[config.mk]
export PLATFORM = sky130hd
export DESIGN_NAME = bv4_sq_scl_pipe
export DESIGN_NICKNAME = d
export VERILOG_FILES = /design/src/rtl/bv4_sq_scl_pipe.sv
export SDC_FILE = /design/constraint.sdc
export NUM_CORES = 1
export LEC_CHECK = 0
export CORE_MARGIN = 5
export CORE_UTILIZATION = 30
export CTS_BUF_LIST = sky130_fd_sc_hd__clkbuf_16
export DETAILED_ROUTE_END_ITERATION = 16
export HOLD_SLACK_MARGIN = 0.12
export SYNTH_ARGS = -nofsm -noshare
export SYNTH_HDL_FRONTEND = slang
export SYNTH_SLANG_ARGS = --single-unit
[constraint.sdc]
create_clock -name in_clock -period 1.3 [get_ports in_clock]
set_clock_uncertainty 0.05 [all_clocks]
set_input_delay 0.26 -clock in_clock [delete_from_list [all_inputs] [get_ports in_clock]]
set_output_delay 0.26 -clock in_clock [all_outputs]
set_load 0.01 [all_outputs]
[src/rtl/bv4_sq_scl_pipe.sv]
// Multi-lane GF(2^4) square / square-scale-by-s unit with a stallable valid/ready pipeline.
// Sits between the GF(2^8) inversion front end and the GF(2^4) inverter of the tower-field S-box.
module bv4_sq_scl_pipe #(
    parameter int LANES   = 4,
    parameter int STAGES  = 2,
    parameter int COUNT_W = 8
) (
    input  logic                 in_clock,
    input  logic                 in_reset,
    input  logic                 in_a_valid,
    output logic                 out_a_ready,
    input  logic [4*LANES-1:0]   in_a,
    input  logic [1:0]           in_mode,
    output logic [4*LANES-1:0]   out_b,
    output logic                 out_b_err,
    output logic                 out_b_valid,
    input  logic                 in_b_ready,
    output logic [COUNT_W-1:0]   out_count
);

    localparam int W = 4 * LANES;

    function automatic logic [1:0] bv2_sq(input logic [1:0] x);
        return {x[0], x[1]};
    endfunction

    // Scaling by Sigma^2 in the normal-basis GF(2^2) subfield.
    function automatic logic [1:0] bv2_scl_sigma2(input logic [1:0] x);
        return {x[0], x[1] ^ x[0]};
    endfunction

    function automatic logic [3:0] bv4_sq_scl_s(input logic [3:0] a);
        logic [1:0] s1;
        logic [1:0] s0;
        s1 = bv2_sq(a[3:2]);
        s0 = bv2_sq(a[1:0]);
        return {s0 ^ s1, bv2_scl_sigma2(s0)};
    endfunction

    logic [W-1:0]      stage_in_data;
    logic              stage_in_err;

    logic [STAGES-1:0] slot_valid;
    logic [STAGES-1:0] slot_err;
    logic [W-1:0]      slot_data [STAGES];

    logic [STAGES-1:0] up_valid;
    logic [STAGES-1:0] up_err;
    logic [W-1:0]      up_data [STAGES];

    logic [STAGES-1:0] adv;
    logic [STAGES-1:0] load;
    logic              space;

    always_comb begin
        stage_in_data = '0;
        stage_in_err  = (in_mode == 2'b11);
        for (int i = 0; i < LANES; i++) begin
            case (in_mode)
                2'b00:   stage_in_data[4*i +: 4] = in_a[4*i +: 4];
                2'b01:   stage_in_data[4*i +: 4] = {bv2_sq(in_a[4*i+2 +: 2]), bv2_sq(in_a[4*i +: 2])};
                2'b10:   stage_in_data[4*i +: 4] = bv4_sq_scl_s(in_a[4*i +: 4]);
                default: stage_in_data[4*i +: 4] = 4'h0;
            endcase
        end
    end

    // Backward ready chain: a slot may load when it is empty or is itself moving on.
    always_comb begin
        adv   = '0;
        load  = '0;
        space = in_b_ready;
        for (int k = STAGES - 1; k >= 0; k--) begin
            adv[k]  = slot_valid[k] && space;
            load[k] = !slot_valid[k] || space;
            space   = load[k];
        end
    end

    assign out_a_ready = load[0];

    always_comb begin
        up_valid[0] = in_a_valid;
        up_err[0]   = stage_in_err;
        up_data[0]  = stage_in_data;
        for (int k = 1; k < STAGES; k++) begin
            up_valid[k] = slot_valid[k-1];
            up_err[k]   = slot_err[k-1];
            up_data[k]  = slot_data[k-1];
        end
    end

    always_ff @(posedge in_clock or posedge in_reset) begin
        if (in_reset) begin
            slot_valid <= '0;
            slot_err   <= '0;
            for (int k = 0; k < STAGES; k++) begin
                slot_data[k] <= '0;
            end
        end else begin
            for (int k = 0; k < STAGES; k++) begin
                if (load[k]) begin
                    slot_valid[k] <= up_valid[k];
                    if (up_valid[k]) begin
                        slot_data[k] <= up_data[k];
                        slot_err[k]  <= up_err[k];
                    end
                end
            end
        end
    end

    always_ff @(posedge in_clock or posedge in_reset) begin
        if (in_reset) begin
            out_count <= '0;
        end else if (adv[STAGES-1]) begin
            out_count <= out_count + 1'b1;
        end
    end

    assign out_b       = slot_data[STAGES-1];
    assign out_b_err   = slot_err[STAGES-1];
    assign out_b_valid = slot_valid[STAGES-1];

endmodule

==> flow_summary.json, run 1 <==
{
  "outcome": "complete, but fails checks",
  "violations": "negative setup slack",
  "grt_pass1_vias": 1695,
  "clk_pin_slew_ps": 60,
  "ant_nets": 0,
  "final_core_util_pct": 42.5,
  "start_util_pct": 30.2,
  "ys_async_sr_fraction_pct": 100,
  "dpl_worst_slack_ps": -509,
  "cts_tree": "done",
  "grt_usage_pct": 11.2,
  "ys_warn_count": 0,
  "fin_setup_tns_ps": -5.50,
  "pin_count": 49,
  "first_pass_iters": 4,
  "finalHoldViolCount": 0,
  "die_w_um": 97.5,
  "synth.avg_cell_area_um2": 11.3,
  "drv_slew": 0,
  "core_um2": 7610,
  "vias": 1692,
  "path_max_fanout": 8,
  "critPathLaunchType": "flop",
  "diodes": 0,
  "synthesis.nets": 227,
  "grt_pass1_wl_um": 8560,
  "power_leakage_nw": 1.45,
  "yosysMostFrequentCell": "dfrtp_1",
  "synth_cell_types": 30,
  "area_growth_pct": 40.6,
  "overflow": 0,
  "maxCapViolations": 0,
  "detail_route.drc_violations": 0,
  "cts_inserted_buffers": 5,
  "hold-worst-slack_ps": 257,
  "synth_edf_count": 0,
  "synth-xor-area-share_pct": 5.72,
  "synth_top_family_by_area": "simple AND/OR/NAND/NOR gates",
  "worstPathArrival_ps": 1420,
  "die_y_um": 97.5,
  "yosysTopAreaCell": "dfrtp_1",
  "wl_um": 5100,
  "portBuffers": 48,
  "clock_latency_ps": 280,
  "ys_seq_elements": 44,
  "setup_ws_ps": -5.50,
  "worst_slew_pin_slew_ps": 329,
  "critPathCaptureType": "flop",
  "min_path_type": "input port to async pin",
  "routedWlPerCell_um": 13.7,
  "max_freq_mhz": 766,
  "rsz0062_at_grt": "true",
  "drive_gt1_share_pct": 29.2,
  "ir_drop_mv": 0.521,
  "die_area_um2": 9510,
  "period_needed_ps": 1310,
  "grt_max_degree": 19,
  "required_ps": 1420,
  "clockBufferDepth": 2,
  "via_per_inst": 4.54,
  "syn_inst": 204,
  "ys_seq_area_share_pct": 47.9,
  "power.density_nw_per_um2": 1470,
  "synthAdderAreaFrac_pct": 0.544,
  "dp_hpwl_um": 3840,
  "final-setup-viol-count": 1,
  "ctsHoldBuffers": 0,
  "placementRows": 32,
  "synth-main-ff-cell": "dfrtp_1",
  "h-tree-depth": 2,
  "synth-simple-area-share_pct": 13.0,
  "synth_mux_area_share_pct": 11.4,
  "rrSetupSlack_ps": -5,
  "antenna_found_initial": 0,
  "crit_type": "flop to flop",
  "nets": 293,
  "synth_compound_area_share_pct": 12.4,
  "min_period_over_period_pct": 100,
  "yosysTopAreaCellShare_pct": 47.9,
  "synth.area.top_cells": "dfrtp_1 48%, mux2_2 8.8%, xnor2_1 5.3%",
  "gp_congestion": 0.793,
  "root_buffer": "clkbuf_16",
  "synth_commonest_cells": "44 x dfrtp_1, 20 x a21oi_1, 18 x mux2_2",
  "cts.sink_count": 44,
  "synth.cell_area_um2": 2300,
  "first_iter_violations": 52,
  "max-slew-margin-rel_pct": 78.0
}
[final cells by class]
| class | count | area (um2) |
|---|---|---|
| Fill cell | 748 | 4380 |
| Sequential cell | 44 | 1100 |
| Multi-Input combinational cell | 129 | 1020 |
| Timing Repair Buffer | 88 | 806 |
| Tap cell | 102 | 128 |
| Clock buffer | 5 | 125 |
| Clock inverter | 3 | 37.5 |
| Inverter | 2 | 11.3 |
[worst max-delay path, cell delays in order (launching register included)]
cell      delay (ps)
dfrtp_2          430
buf_6            130
nand2b_4          70
nand2_4           70
buf_12           140
mux2_4           300
[state kept, by name, summed over array words and instances (netlist names)]
signal and cells:
slot_data 16, slot_err 2, out_count 8, slot_valid 2, out_b 16
[repair_timing]
| action | in CTS | in global routing |
|---|---|---|
| pin swaps | 1 | 1 |
| setup endpoints to repair | 61 | 24 |
| resized for setup | 45 | 7 |
| buffers inserted | 6 | 2 |
| cloned | 2 | 0 |
[worst paths after layout]
check / start / endpoint / cells past startpoint
max: slot_valid[1] / out_b[8] / 5
min: in_reset / slot_data[29] / 2
max reg2reg: slot_valid[1] / out_b[8] / 5
min reg2reg: out_count[7] / out_count[7] / 1
max in group asynchronous: in_reset / slot_data[27] / 3
min in group in_clock: out_count[7] / out_count[7] / 1
[per-stage QoR]
step	power [W]	instances	cell area, um2
CTS	0.00477	371	3200
floorplan	0.00279	204	2300
global placement	0.00345	355	2990
detailed placement	0.00348	355	2990
finish	0.00475	373	3230
global route	0.00505	373	3230
[logic make-up (layout without fill, tap and decap cells)]
| kind of cell | after synthesis | after routing |
|---|---|---|
| and+or+nand+nor | 46 | 46 |
| AOI/OAI and AO/OA | 45 | 45 |
| DFF | 44 | 44 |
| buffers and inverters | 31 | 98 |
| muxes | 22 | 22 |
| xor gates and xnor gates | 15 | 15 |
| adders and majority gates | 1 | 1 |
[cells in the final DEF, fill, tap and decap left out, drive strengths merged]
master and count:
xnor2 14, clkinv 2, mux2 22, a21boi 4, o221ai 4, a211o 4
inv 1, nor2 4, clkdlybuf4s15 3, nand2b 8, buf 42, xor2 1
bufinv 1, nand3b 9, and3 2, dlygate4sd2 25, nand2 7, clkinvlp 1
o21ai 1, a31oi 8, dfrtp 44, o21bai 4, ha 1, nand4 5
clkbuf 5, nor2b 5, clkdlybuf4s50 18, a21oi 20, and2 2, and3b 4
[layer usage]
layer  GRT usage, %  part of all wire (%)
met2           18.5                    50
met4           4.69                   1.6
met3           2.44                   3.4
met5              0                     0
met1           14.1                    44
[where the power goes]
| group | leakage [nW] | internal [W] | total (W) | switching (W) |
|---|---|---|---|---|
| clock | 0.0789 | 0.000892 | 0.00138 | 0.000490 |
| combinational | 0.846 | 0.000864 | 0.00150 | 0.000637 |
| sequential | 0.524 | 0.00170 | 0.00186 | 0.000165 |
| total | 1.45 | 0.00346 | 0.00475 | 0.00129 |
Power figures use the tool's default switching activity.
==> inputs of run 2 (changes only) <==
Settings changed: SLEW_MARGIN from default to 40.
Clock period 1.3 ns to 1.2 ns, I/O delays scaled along.
==> run 2 against run 1 <==
The flow still finishes with violations (negative setup slack); register-to-register slack worse by 120 ps; worst hold slack improved by 31 ps; global-route usage is 0.12 points lower; non-clock buffer count up 2; die area stayed put; cell count up 0.54%; combinational power increased by 9%; critical path type unchanged.
==> flow_summary.json, run 2 (synthesis results as in run 1) <==
{
  "outcome": "complete, but fails checks",
  "violations": "negative setup slack",
  "core_um2": 7610,
  "min_path_type": "input port to async pin",
  "ir_drop_mv": 0.830,
  "placementRows": 32,
  "detail_route.drc_violations": 0,
  "hold-worst-slack_ps": 288,
  "max_freq_mhz": 756,
  "final-setup-viol-count": 36,
  "crit_type": "flop to flop",
  "grt_pass1_vias": 1687,
  "path_max_fanout": 7,
  "min_period_over_period_pct": 110,
  "rsz0062_at_grt": "true",
  "wl_um": 5360,
  "drive_gt1_share_pct": 39.2,
  "period_needed_ps": 1320,
  "clk_pin_slew_ps": 60,
  "worstReg2RegStart": "slot_valid[1]",
  "worst_slew_pin_slew_ps": 222,
  "layout_commonest_cell": "dfrtp_1",
  "grt_pass1_wl_um": 8480,
  "root_buffer": "clkbuf_16",
  "dpl_worst_slack_ps": -556,
  "critPathCaptureType": "flop",
  "required_ps": 1320,
  "area_growth_pct": 39.7,
  "layout_common_cells": "42 x dfrtp_1, 32 x buf_4, 20 x a21oi_1, 19 x clkbuf_2",
  "overflow": 0,
  "grt_max_degree": 29,
  "power_leakage_nw": 1.43,
  "cts.sink_count": 44,
  "drv_slew": 0,
  "start_util_pct": 30.2,
  "ant_nets": 0,
  "fin_setup_tns_ps": -2310,
  "antenna_found_initial": 0,
  "worstPathArrival_ps": 1440,
  "maxCapViolations": 0,
  "stdcell_area_um2": 3210,
  "pin_count": 49,
  "placed_area_um2": 3010,
  "finalHoldViolCount": 0,
  "cts_tree": "done",
  "gp_congestion": 0.744,
  "routedWlPerCell_um": 14.3,
  "grt_usage_pct": 11.1,
  "die_area_um2": 9510,
  "via_per_inst": 4.64,
  "vias": 1740,
  "h-tree-depth": 2,
  "clock_latency_ps": 280,
  "setup_ws_ps": -123,
  "clockBufferDepth": 2,
  "die_y_um": 97.5,
  "p_total_w": 0.00523,
  "cts_inserted_buffers": 5,
  "first_pass_iters": 4,
  "ff2ff_path_depth": 4,
  "first_iter_violations": 43,
  "critPathLaunchType": "flop",
  "nets": 295,
  "dp_hpwl_um": 3800,
  "r2r-end": "slot_data[18]",
  "portBuffers": 48,
  "diodes": 0,
  "power.density_nw_per_um2": 1630,
  "rrSetupSlack_ps": -120,
  "max-slew-margin-rel_pct": 85.2,
  "die_w_um": 97.5
}
## run 2: changes by cell type in the layout (fill, tap and decap cells not counted), sizes merged
cell / previous run / this run
dlygate4sd2: 25 / 3
clkinvlp: 1 / 2
clkbuf: 5 / 25
bufbuf: 0 / 1
clkinv: 2 / 1
clkdlybuf4s15: 3 / 2
buf: 42 / 46
## run 2: area by class of cell
cell class / instances / area, um2
Fill cell: 745 / 4400
Sequential cell: 44 / 1100
Multi-Input combinational cell: 129 / 1030
Timing Repair Buffer: 90 / 772
Tap cell: 102 / 128
Clock buffer: 5 / 125
Clock inverter: 3 / 42.5
Inverter: 2 / 11.3
## run 2: layer usage
layer	up-vias	track usage, %	routed length [um]
met1	854	14.7	2560
met4	0	4.15	97
met5	-	0	0
met3	10	3.23	196
li1	840	-	-
met2	36	17.1	2510
## run 2: power breakdown
| part | switching [W] | total, W | leakage, nW | internal [W] |
|---|---|---|---|---|
| logic | 0.000710 | 0.00164 | 0.828 | 0.000927 |
| registers | 0.000207 | 0.00205 | 0.523 | 0.00184 |
| clock network | 0.000569 | 0.00155 | 0.0798 | 0.000978 |
| total | 0.00149 | 0.00523 | 1.43 | 0.00375 |
## run 2: timing repair
action / CTS / global route
hold buffers: 0 / 0
endpoints found under the hold margin: 0 / 0
setup endpoints to repair: 66 / 57
buffers inserted: 5 / 0
pin swaps: 0 / 1
cloned: 2 / 1
resized for setup: 80 / 22
## run 2: worst max-delay path by stage
stage / from / endpoint / slack [ps] / cells after the start
final: slot_valid[1] / slot_data[18] / -120 / 4
after global placement: in_b_ready / out_a_ready / -550 / 3
after CTS: slot_valid[1] / slot_data[18] / -130 / 4
after global routing: slot_valid[1] / slot_data[22] / -160 / 4
after detailed placement: in_b_ready / out_a_ready / -560 / 3
after floorplan: slot_valid[1] / out_b[0] / -90 / 4
## run 2: through the flow
| step | utilization [%] | instances |
|---|---|---|
| 3_3_place_gp | 39.5 | 359 |
| 5_1_grt | 42.2 | 375 |
| 6_report | 42.2 | 375 |
| 2_1_floorplan | - | 204 |
| 4_1_cts | 43.1 | 374 |
| 3_5_place_dp | 39.5 | 359 |
## run 2: worst max-delay path: stages, from the launching register on
cell      delay, ps
dfrtp_2         410
buf_6           130
nand3b_4        100
and2_4          220
mux2_4          300
==> inputs of run 3 (changes only) <==
Settings changed: CORE_UTILIZATION 30 to 45, PLACE_DENSITY from default to 0.75, SETUP_SLACK_MARGIN from default to 0.2.
==> run 3 against run 2 <==
The flow still finishes with violations (negative setup slack); critical path depth unchanged; via count decreased by 0.11%; first-iteration DRC count increased by 110%; global-route usage increased by 5.9 points; maximum frequency decreased by 2.8%; sequential power about the same; die area decreased by 30%; clock power decreased by 17%; non-clock buffer count decreased by 4; worst hold slack got worse by 100 ps.
==> flow_summary.json, run 3 (synthesis results as in run 1) <==
{
  "h-tree-depth": 2,
  "clk_pin_slew_ps": 60,
  "detail_route.drc_violations": 0,
  "min_path_type": "input port to async pin",
  "ir_drop_mv": 0.938,
  "critPathLaunchType": "flop",
  "maxCapViolations": 0,
  "dp_hpwl_um": 3550,
  "ant_nets": 0,
  "placementRows": 26,
  "clockBufferDepth": 2,
  "period_needed_ps": 1360,
  "p_total_w": 0.00508,
  "path_max_fanout": 7,
  "cts_inserted_buffers": 5,
  "antenna_found_initial": 0,
  "die_area_um2": 6640,
  "vias": 1738,
  "portBuffers": 48,
  "drv_slew": 0,
  "rrSetupSlack_ps": -160,
  "dp_cells": 323,
  "max_freq_mhz": 735,
  "routedWlPerCell_um": 15.1,
  "setup_ws_ps": -161,
  "grt_pass1_wl_um": 8500,
  "crit_type": "flop to flop",
  "die_w_um": 81.5,
  "min_period_over_period_pct": 113,
  "grt_pass1_vias": 1711,
  "first_pass_iters": 4,
  "grt_usage_pct": 16.9,
  "die_y_um": 81.5,
  "diodes": 0,
  "pin_count": 49,
  "worstPathArrival_ps": 1480,
  "r2r-end": "slot_data[26]",
  "overflow": 0,
  "drive_gt1_share_pct": 41.7,
  "clock_latency_ps": 290,
  "instances_no_fill": 341,
  "outcome": "complete, but fails checks",
  "root_buffer": "clkbuf_16",
  "ff2ff_path_depth": 4,
  "layout_common_cells": "42 x dfrtp_1, 32 x buf_4, 21 x buf_2, 18 x clkdlybuf4s50_1, 16 x mux2_2",
  "power.density_nw_per_um2": 1610,
  "hold-worst-slack_ps": 185,
  "start_util_pct": 45.6,
  "nets": 293,
  "worstReg2RegStart": "slot_valid[1]",
  "grt_max_degree": 17,
  "rsz0062_at_grt": "true",
  "worst_slew_pin_slew_ps": 256,
  "power_leakage_nw": 1.41,
  "final-setup-viol-count": 37,
  "dpl_worst_slack_ps": -547,
  "gp_congestion": 0.796,
  "core_um2": 5040,
  "violations": "negative setup slack",
  "max-slew-margin-rel_pct": 82.9,
  "final_core_util_pct": 62.4,
  "critPathCaptureType": "flop",
  "finalHoldViolCount": 0,
  "first_iter_violations": 92,
  "required_ps": 1320,
  "cts.sink_count": 44,
  "cts_tree": "done",
  "wl_um": 5140,
  "via_per_inst": 5.10,
  "area_growth_pct": 36.9,
  "layout_commonest_cell": "dfrtp_1"
}
==> run 3: per-layer routing <==
layer | GRT usage (%) | share of wire (%) | up-vias
met5 | 0 | 0 | -
met4 | 5.74 | 1.8 | 0
met3 | 4.28 | 5.1 | 8
met2 | 29.2 | 52 | 43
met1 | 20.5 | 42 | 852
li1 | - | - | 835
==> run 3: layout make-up <==
| cell class | count | area [um2] |
|---|---|---|
| Tap cell | 70 | 87.6 |
| Sequential cell | 44 | 1100 |
| Inverter | 2 | 11.3 |
| Clock inverter | 3 | 13.8 |
| Fill cell | 406 | 1900 |
| Clock buffer | 5 | 125 |
| Multi-Input combinational cell | 131 | 1090 |
| Timing Repair Buffer | 86 | 713 |
==> run 3: critical path, cell delays in order, from the launching register on <==
cell	delay [ps]
dfrtp_2	430
buf_6	120
nand3b_4	100
and2_4	230
mux2_4	310
==> run 3: power breakdown <==
| part | internal [W] | total [W] | switching [W] |
|---|---|---|---|
| clock network | 0.000755 | 0.00129 | 0.000539 |
| registers | 0.00185 | 0.00206 | 0.000211 |
| logic | 0.000987 | 0.00173 | 0.000742 |
==> run 3: how the worst max path moves through the flow <==
| stage | to | cells after the start | start |
|---|---|---|---|
| floorplan | out_b[0] | 4 | slot_valid[1] |
| global placement | out_a_ready | 3 | in_b_ready |
| detailed placement | out_a_ready | 3 | in_b_ready |
| CTS | slot_data[30] | 4 | slot_valid[1] |
| global route | slot_data[30] | 4 | slot_valid[1] |
| finish | slot_data[26] | 4 | slot_valid[1] |
==> run 3: per-stage QoR <==
step / setup TNS [ps] / cell area (um2)
after CTS: -2900 / 3090
final: -3530 / 3150
after floorplan: -1010 / 2330
after detailed placement: -17810 / 2960
after global routing: -4700 / 3150
after global placement: -16930 / 2960
==> run 3: repair_timing <==
item                       4_1_cts  5_1_grt
gates resized for setup        127        8
hold buffers                     0        0
buffers inserted                 5        3
cloned                           2        0
pin swaps                        5        6
setup endpoints to repair       69       70
